### src/rtl/score_keeper_pkg.sv
// Shared game definitions: FSM state encoding, default tuning values and the
// score width agreed with the digit renderer.
package score_keeper_pkg;

  localparam int unsigned ScoreW = 8;

  typedef enum logic [1:0] {
    StIdle,
    StPlay,
    StWin,
    StOver
  } game_state_e;

  localparam logic [ScoreW-1:0] MaxScoreDef   = 8'd15;
  localparam logic [1:0]        StartLivesDef = 2'd3;
  localparam logic [9:0]        FrameLineDef  = 10'd480;

endpackage

### src/rtl/score_keeper_rise_detect.sv
// One-bit rising-edge detector: the pulse is high in the cycle the input
// first reads high, compared against a registered copy of the previous level.
module rise_detect (
  input  logic i_clk,
  input  logic i_rst_n,
  input  logic i_d,
  output logic o_pulse
);

  logic r_prev;
  logic r_armed;

  always_ff @(posedge i_clk) begin
    if (!i_rst_n) begin
      r_prev  <= 1'b0;
      r_armed <= 1'b0;
    end else begin
      r_prev  <= i_d;
      r_armed <= 1'b1;
    end
  end

  // Blind for one cycle after reset so a level held through release is not an edge.
  assign o_pulse = i_d & ~r_prev & r_armed;

endmodule

### src/rtl/score_keeper.sv
// Game score/lives keeper: hits accumulate as pending and commit to the
// displayed score only at the first blanking line, so a frame never tears.
module score_keeper
  import score_keeper_pkg::*;
#(
  parameter logic [ScoreW-1:0] MAX_SCORE   = MaxScoreDef,
  parameter logic [1:0]        START_LIVES = StartLivesDef,
  parameter logic [9:0]        FRAME_LINE  = FrameLineDef
) (
  input  logic              i_clk,
  input  logic              i_rst_n,
  input  logic              i_start,
  input  logic              i_hit,
  input  logic              i_miss,
  input  logic [9:0]        i_v_coord,
  output logic [ScoreW-1:0] o_score,
  output logic [1:0]        o_lives,
  output logic              o_playing,
  output logic              o_game_over,
  output logic              o_win
);

  logic w_start_rise;
  logic w_hit_rise;
  logic w_miss_rise;

  rise_detect u_start_rise (.i_clk(i_clk), .i_rst_n(i_rst_n), .i_d(i_start), .o_pulse(w_start_rise));
  rise_detect u_hit_rise   (.i_clk(i_clk), .i_rst_n(i_rst_n), .i_d(i_hit),   .o_pulse(w_hit_rise));
  rise_detect u_miss_rise  (.i_clk(i_clk), .i_rst_n(i_rst_n), .i_d(i_miss),  .o_pulse(w_miss_rise));

  game_state_e       r_state;
  logic [ScoreW-1:0] r_score;
  logic [1:0]        r_lives;
  logic [2:0]        r_pending;
  logic [9:0]        r_vprev;
  logic              r_playing;
  logic              r_game_over;
  logic              r_win;

  logic              w_boundary;
  logic [ScoreW:0]   w_commit;
  logic              w_reach_max;
  logic [ScoreW-1:0] w_commit_score;
  logic              w_lose;

  assign w_boundary     = (i_v_coord == FRAME_LINE) && (r_vprev != FRAME_LINE);
  assign w_commit       = {1'b0, r_score} + {6'd0, r_pending} + {8'd0, w_hit_rise};
  assign w_reach_max    = w_commit >= {1'b0, MAX_SCORE};
  assign w_commit_score = w_reach_max ? MAX_SCORE : w_commit[ScoreW-1:0];
  assign w_lose         = w_miss_rise && (r_lives == 2'd1);

  always_ff @(posedge i_clk) begin
    if (!i_rst_n) begin
      r_state     <= StIdle;
      r_score     <= '0;
      r_lives     <= '0;
      r_pending   <= '0;
      r_vprev     <= '0;
      r_playing   <= 1'b0;
      r_game_over <= 1'b0;
      r_win       <= 1'b0;
    end else begin
      r_vprev <= i_v_coord;
      unique case (r_state)
        StIdle, StWin, StOver: begin
          if (w_start_rise) begin
            r_state     <= StPlay;
            r_score     <= '0;
            r_lives     <= START_LIVES;
            r_pending   <= '0;
            r_playing   <= 1'b1;
            r_game_over <= 1'b0;
            r_win       <= 1'b0;
          end
        end
        StPlay: begin
          if (w_boundary) begin
            r_score   <= w_commit_score;
            r_pending <= '0;
          end else if (w_hit_rise && (r_pending != 3'd7)) begin
            r_pending <= r_pending + 3'd1;
          end
          if (w_miss_rise && (r_lives != 2'd0)) begin
            r_lives <= r_lives - 2'd1;
          end
          // Losing the last life outranks a win committed in the same cycle.
          if (w_lose) begin
            r_state     <= StOver;
            r_pending   <= '0;
            r_playing   <= 1'b0;
            r_game_over <= 1'b1;
          end else if (w_boundary && w_reach_max) begin
            r_state   <= StWin;
            r_pending <= '0;
            r_playing <= 1'b0;
            r_win     <= 1'b1;
          end
        end
      endcase
    end
  end

  assign o_score     = r_score;
  assign o_lives     = r_lives;
  assign o_playing   = r_playing;
  assign o_game_over = r_game_over;
  assign o_win       = r_win;

endmodule

### config.mk
export PLATFORM = sky130hd
export DESIGN_NAME = score_keeper
export DESIGN_NICKNAME = d
export VERILOG_FILES = /design/src/rtl/score_keeper_pkg.sv /design/src/rtl/score_keeper_rise_detect.sv /design/src/rtl/score_keeper.sv
export SDC_FILE = /design/constraint.sdc
export NUM_CORES = 1
export LEC_CHECK = 0
export BUFFER_PORTS_ARGS = -buffer_cell sky130_fd_sc_hd__buf_2
export CAP_MARGIN = 20
export CORE_UTILIZATION = 30
export CTS_CLUSTER_DIAMETER = 120
export DETAILED_ROUTE_END_ITERATION = 10
export HOLD_SLACK_MARGIN = 0.02
export PLACE_DENSITY = 0.49
export SYNTH_ARGS = -nofsm -noshare
export SYNTH_HDL_FRONTEND = slang
export SYNTH_SLANG_ARGS = --single-unit
### constraint.sdc
create_clock -name i_clk -period 5.5 [get_ports i_clk]
set_clock_uncertainty 0.2 [all_clocks]
set_input_delay 0.55 -clock i_clk [delete_from_list [all_inputs] [get_ports i_clk]]
set_output_delay 0.55 -clock i_clk [all_outputs]
set_load 0.01 [all_outputs]
# Yosys cells after proc, flatten, opt, wreduce, memory -nomap -nowiden

Cells that the tools add are included.

Add/subtract/negate cells: 4
$lt $le $gt $ge: 1
Equal/unequal tests: 15
Muxes and demuxes: 28
Bitwise logic cells: 9
Reduce and logical (&&, ||, !) cells: 14

Operator list:

| cell                                                               | number |
|---|---|
| two-way mux 8 bit                                                  | 3 |
| one-hot mux 8 bit (2 select lines)                                 | 1 |
| two-way mux 3 bit                                                  | 5 |
| == test 10 x 9 -> 1 bit (second input constant)                    | 1 |
| two-way mux 2 bit                                                  | 5 |
| inequality test 10 x 9 -> 1 bit (second input constant)            | 1 |
| inequality test 2 bit (second input constant)                      | 5 |
| AND reduction 2 bit                                                | 5 |
| adder 8 x 3 -> 9 bit                                               | 1 |
| adder 9 x 1 -> 9 bit                                               | 1 |
| greater-or-equal comparator 9 x 4 -> 1 bit (second input constant) | 1 |
| two-way mux 1 bit                                                  | 8 |
| one-hot mux 2 bit (2 select lines)                                 | 2 |
| bitwise AND 1 bit                                                  | 6 |
| inequality test 3 bit (second input constant)                      | 2 |
| one-hot mux 1 bit (2 select lines)                                 | 3 |
| one-hot mux 3 bit (2 select lines)                                 | 1 |
| logical AND 1 bit                                                  | 5 |
| inequality test 5 bit (second input constant)                      | 1 |
| == test 2 x 1 -> 1 bit (second input constant)                     | 2 |
| == test 2 bit (second input constant)                              | 2 |
| adder 3 x 1 -> 3 bit (second input constant)                       | 1 |
| inverter 1 bit                                                     | 3 |
| AND reduction 3 bit                                                | 1 |
| 5 further kinds                                                    | 5 |

Bits in registers: 32
Output and inout port bits: 13
Word-level logic and storage cells: 83

# Longest topological paths before layout

Depth in word-level cells: 9
Depth in mapped cells: 8
Gate-level depth less buffers: 8

# Modules after synthesis

Synthesis repeated with hierarchy kept, for this count alone.

Cells, all modules: 147
Area total of the unflattened synthesis: 1442.6 um^2

By module, submodules not included:

| module       | times used | cells an instance | area an instance (um^2) | seq. area each (um^2) |
|---|---|---|---|---|
| score_keeper | 1          | 135               | 1277.5                  | 560.5 |
| rise_detect  | 3          | 4                 | 55.1                    | 40.0 |

# Worst setup path before layout

OpenSTA, ideal clock, no wires.

Path type: input-to-reg
Start point: input port i_hit
End point: register r_playing (netlist: o_playing)
Library setup time: 0.116 ns
Arrival: 2.496 ns
Path slack: 2.688 ns
Cell stages on the path: 8
Path buffers: 0
Cells stage by stage: nand3b_1 -> fa_1 -> fa_1 -> xor2_1 -> nor4b_1 -> mux2_2 -> o31a_1 -> o211a_1

Word-level cells in the longest chain between the ends: 7

Ends and longest elaborated chain:

| item                                       | line                           | text |
|---|---|---|
| start: declaration                         | score_keeper.sv:13             | `input logic i_hit,` |
| bitwise AND 1 bit (2 in a row)             | score_keeper_rise_detect.sv:24 | `assign o_pulse = i_d & ~r_prev & r_armed;` |
| adder 9 x 1 -> 9 bit                       | score_keeper.sv:47             | `assign w_commit = {1'b0, r_score} + {6'd0, r_pending} + {8'd0, w_hit_rise};` |
| greater-or-equal comparator 9 x 4 -> 1 bit | score_keeper.sv:48             | `assign w_reach_max = w_commit >= {1'b0, MAX_SCORE};` |
| logical AND 1 bit                          | score_keeper.sv:92             | `end else if (w_boundary && w_reach_max) begin` |
| inequality test 3 bit (no line)            | -                              |  |
| AND reduction 2 bit (no line)              | -                              |  |
| end signal: assignment                     | score_keeper.sv:59             | `r_playing <= 1'b0;` |
| end signal: assignment                     | score_keeper.sv:90             | `r_playing <= 1'b0;` |
| end signal: assignment                     | score_keeper.sv:95             | `r_playing <= 1'b0;` |
| end: declaration                           | score_keeper.sv:36             | `logic r_playing;` |

Every way passes these cells.
A chain may end at the register's enable or synchronous reset.

# Worst setup path after layout

Start point: register u_hit_rise.r_prev
End point: register r_playing (netlist: o_playing)

Word-level cells in the longest chain between the ends: 8

Ends and longest elaborated chain:

| item                                       | line                           | text |
|---|---|---|
| start: declaration                         | score_keeper_rise_detect.sv:10 | `logic r_prev;` |
| start signal: assignment                   | score_keeper_rise_detect.sv:18 | `r_prev <= i_d;` |
| inverter 1 bit                             | score_keeper_rise_detect.sv:24 |  |
| bitwise AND 1 bit (2 in a row)             | score_keeper_rise_detect.sv:24 |  |
| adder 9 x 1 -> 9 bit                       | score_keeper.sv:47             |  |
| greater-or-equal comparator 9 x 4 -> 1 bit | score_keeper.sv:48             |  |
| logical AND 1 bit                          | score_keeper.sv:92             |  |
| inequality test 3 bit (no line)            | -                              |  |
| AND reduction 2 bit (no line)              | -                              |  |

Every way passes these cells.

==> flow_metrics.env <==
export IMPL_status="finished, final reports clean"
export IMPL_cts_root_to_sink_buffers=2
export IMPL_worst_path_buf_inv=0
export IMPL_synth_most_common_cell="dfxtp_1"
export IMPL_final_hold_viol_count=0
export IMPL_syn_to_final_growth_pct=20.8
export IMPL_yosysSeqAreaShare=0.423
export IMPL_n_antenna_cell=0
export IMPL_shortest_clock_period_the_worst_path_allows_after_layout_ns=2.82
export IMPL_fp_coreArea_um2=4790
export IMPL_yosys_warnings=0
export IMPL_syn_area_um2=1510
export IMPL_clock_tree_htree_level_count=2
export IMPL_static_leak_uw=0.000738
export IMPL_worstPathRequired_ns=5.48
export IMPL_slew_limit_headroom=0.648
export IMPL_largest_net_degree_at_the_start_of_global_routing=28
export IMPL_groute_layer_met2_usage=0.247
export IMPL_report_final_setup_viol=0
export IMPL_timing_max_transition_violations_final=0
export IMPL_route_detailed_vias_per_inst=5.02
export IMPL_grt_pass1_wl_um=5450
export IMPL_cpLargestDelayFamily="adder cells"
export IMPL_root_buffer="clkbuf_8"
export IMPL_synth_area_leaders="dfxtp_1 (42%), and2_1 (5.4%), ha_1 (5.0%)"
export IMPL_number_of_maximum_capacitance_violations=0
export IMPL_place_port_buffers=27
export IMPL_global_route_usage_total=0.137
export IMPL_cpMaxStageDelayCell="fa_1"
export IMPL_overflow=0
export IMPL_crit_arrival_ns=2.79
export IMPL_floorplan_rows=25
export IMPL_dp_final_hpwl_um=2550
export IMPL_synth_edff_count=0
export IMPL_synth_cell_type_count=50
export IMPL_filler_cell_count=486
export IMPL_r2r_slack_ns=2.68
export IMPL_post_route_cells_drive_above_1_share=0.242
export IMPL_clk_insertion_delay_late_ns=0.28
export IMPL_postSynthRegisterBits=32
export IMPL_place_gp_congestion=0.767
export IMPL_path_cells="nand3b_1 -> fa_1 -> fa_1 -> xor2_1 -> nor4b_1 -> mux2_2 -> o31a_1 -> o211a_1"
export IMPL_vias_in_the_first_global_route=1249
export IMPL_worst_path_largest_cell_delay_ns=0.43
export IMPL_vias=1269
export IMPL_post_route_drc_count=0
export IMPL_wl_per_cell_um=13.0
export IMPL_initialDrtViolationCount=52
export IMPL_yosysTopAreaCellShare=0.423
export IMPL_drtAntennaViolNets=0
export IMPL_busiest_layer="met2"
export IMPL_synthesis_instances=154
export IMPL_critical_path_class="flip-flop to flip-flop"
export IMPL_finalCritPeriodShare=0.512
export IMPL_fp_dieW_um=73.0
export IMPL_boundaryPins=28
export IMPL_cell_type_with_the_largest_total_area_after_synthesis="dfxtp_1"
export IMPL_finalCoreUtilization=0.382
export IMPL_critical_path_top_cell_by_count="fa_1"
export IMPL_starting_utilization_of_the_core_area=0.316
export IMPL_yosys_top_cells_count="dfxtp_1 (32), and2_1 (13), nand2_1 (10)"
export IMPL_ctsResizeCount=0
export IMPL_cts_setup_buffers=0
export IMPL_cts_clk_pin_slew_worst_paths_ns=0.07
export IMPL_total_nets_final=208
export IMPL_irDropWorstVdd_uv=145
export IMPL_die_area_um2=5330
export IMPL_critical_path_peak_fanout=4
export IMPL_power_per_cell_area_nw_per_um2=290
export IMPL_fmaxAchievable_ghz=0.355
export IMPL_totalNegativeSetupSlack_ns=0
export IMPL_cts_sinks=32
export IMPL_syn_mean_instance_area_um2=9.82
export IMPL_tritoncts_num_buffers=5
export IMPL_synth_net_count=177
export IMPL_endpoint_kind="flip-flop"
export IMPL_setup_repair_after_global_routing_missed_its_margin="false"
export IMPL_ys_flop_type="dfxtp_1"
export IMPL_postCtsHoldBufs=0
export IMPL_hold_path_class="flip-flop to flip-flop"
export IMPL_worst_slew_pin_transition_ns=0.526
export IMPL_grt_util_met3=0.0428
export IMPL_grtUsageMet1=0.143
export IMPL_setup_worst_path_start_class="flip-flop"
export IMPL_cts_tree="done"
export IMPL_fp_dieH_um=73.0
export IMPL_worst_hold_slack_after_final_layout_ns=0.256
export IMPL_antenna_violations_before_repair=0
export IMPL_drt_total_wl_um=3290
export IMPL_async_flop_share=0
export IMPL_dr_pass1_iters=4
-- worst reg2reg max path: stages, from the launching register on --
cell and delay (ns):
dfxtp_1 0.29, nand3b_1 0.19, fa_1 0.42, fa_1 0.43, xor2_1 0.26, nor4b_1 0.09
mux2_2 0.30, o31a_1 0.30, o211a_1 0.22
-- through the flow --
stage	total power, uW	cells	area [um^2]	worst slack, ns
after floorplan	300	154	1510	2.69
after global placement	318	245	1720	2.45
after detailed placement	320	245	1720	2.39
after CTS	539	253	1830	2.67
after global routing	560	253	1830	2.45
final	531	253	1830	2.68
-- report_power, final --
part | switching (uW) | total, uW | leakage, uW | internal (uW)
clock network | 82.3 | 217 | 0.0000552 | 134
registers | 5.86 | 250 | 0.000263 | 244
logic | 37.3 | 64.7 | 0.000420 | 27.4
-- layout make-up --
class | count | area (um^2) | area share
multi-input cells | 111 | 831 | 0.454
flip-flops and latches | 32 | 641 | 0.350
repair buffers | 27 | 135 | 0.0739
well taps | 67 | 83.8 | 0.0459
clock buffers | 6 | 72.6 | 0.0397
clock inverters | 2 | 35.0 | 0.0192
inverters | 8 | 30.0 | 0.0164
-- state kept, by name, summed over array words and instances (netlist names) --
register / cells
r_vprev: 10
o_score: 8
r_pending: 3
o_lives: 2
r_state: 2
o_game_over: 1
o_playing: 1
o_win: 1
u_hit_rise.r_prev: 1
u_miss_rise.r_prev: 1
u_start_rise.r_armed: 1
u_start_rise.r_prev: 1
-- path summary, 6_finish.rpt --
path / from / end / cells after the start
setup / recovery: u_hit_rise.r_prev / o_playing / 8
hold / removal: o_game_over / o_game_over / 2
setup reg to reg: u_hit_rise.r_prev / o_playing / 8
hold reg to reg: o_game_over / o_game_over / 2
-- cells by family after synthesis --
logic type	share of synthesized area
adders and majority gates	0.0761
AOI/OAI and AO/OA	0.167
and+or+nand+nor	0.273
muxes	0.0273
DFF	0.423
buffers and inverters	0.0273
xor gates and xnor gates	0.00579
-- cell usage in the layout, fill, tap and decap left out, types with 3 or more instances in the layout --
master    instances
dfxtp_1          32
buf_2            27
and2_1           13
nand2_1          10
nor2_1            9
a21oi_1           8
inv_1             7
ha_1              6
clkbuf_8          5
nand3b_1          4
nand2b_1          3
nor4_1            3
nor3_1            3
nand4_1           3
mux2i_1           3
a311oi_1          3
and4_1            3
-- layer usage --
layer	routed length, um	share of wire	vias up
met3	143	0.043	6
met4	53	0.016	0
met2	1690	0.51	34
met1	1400	0.43	604
met5	0	0	-
li1	-	-	625
No activity file was read; power rests on OpenSTA's default activity.
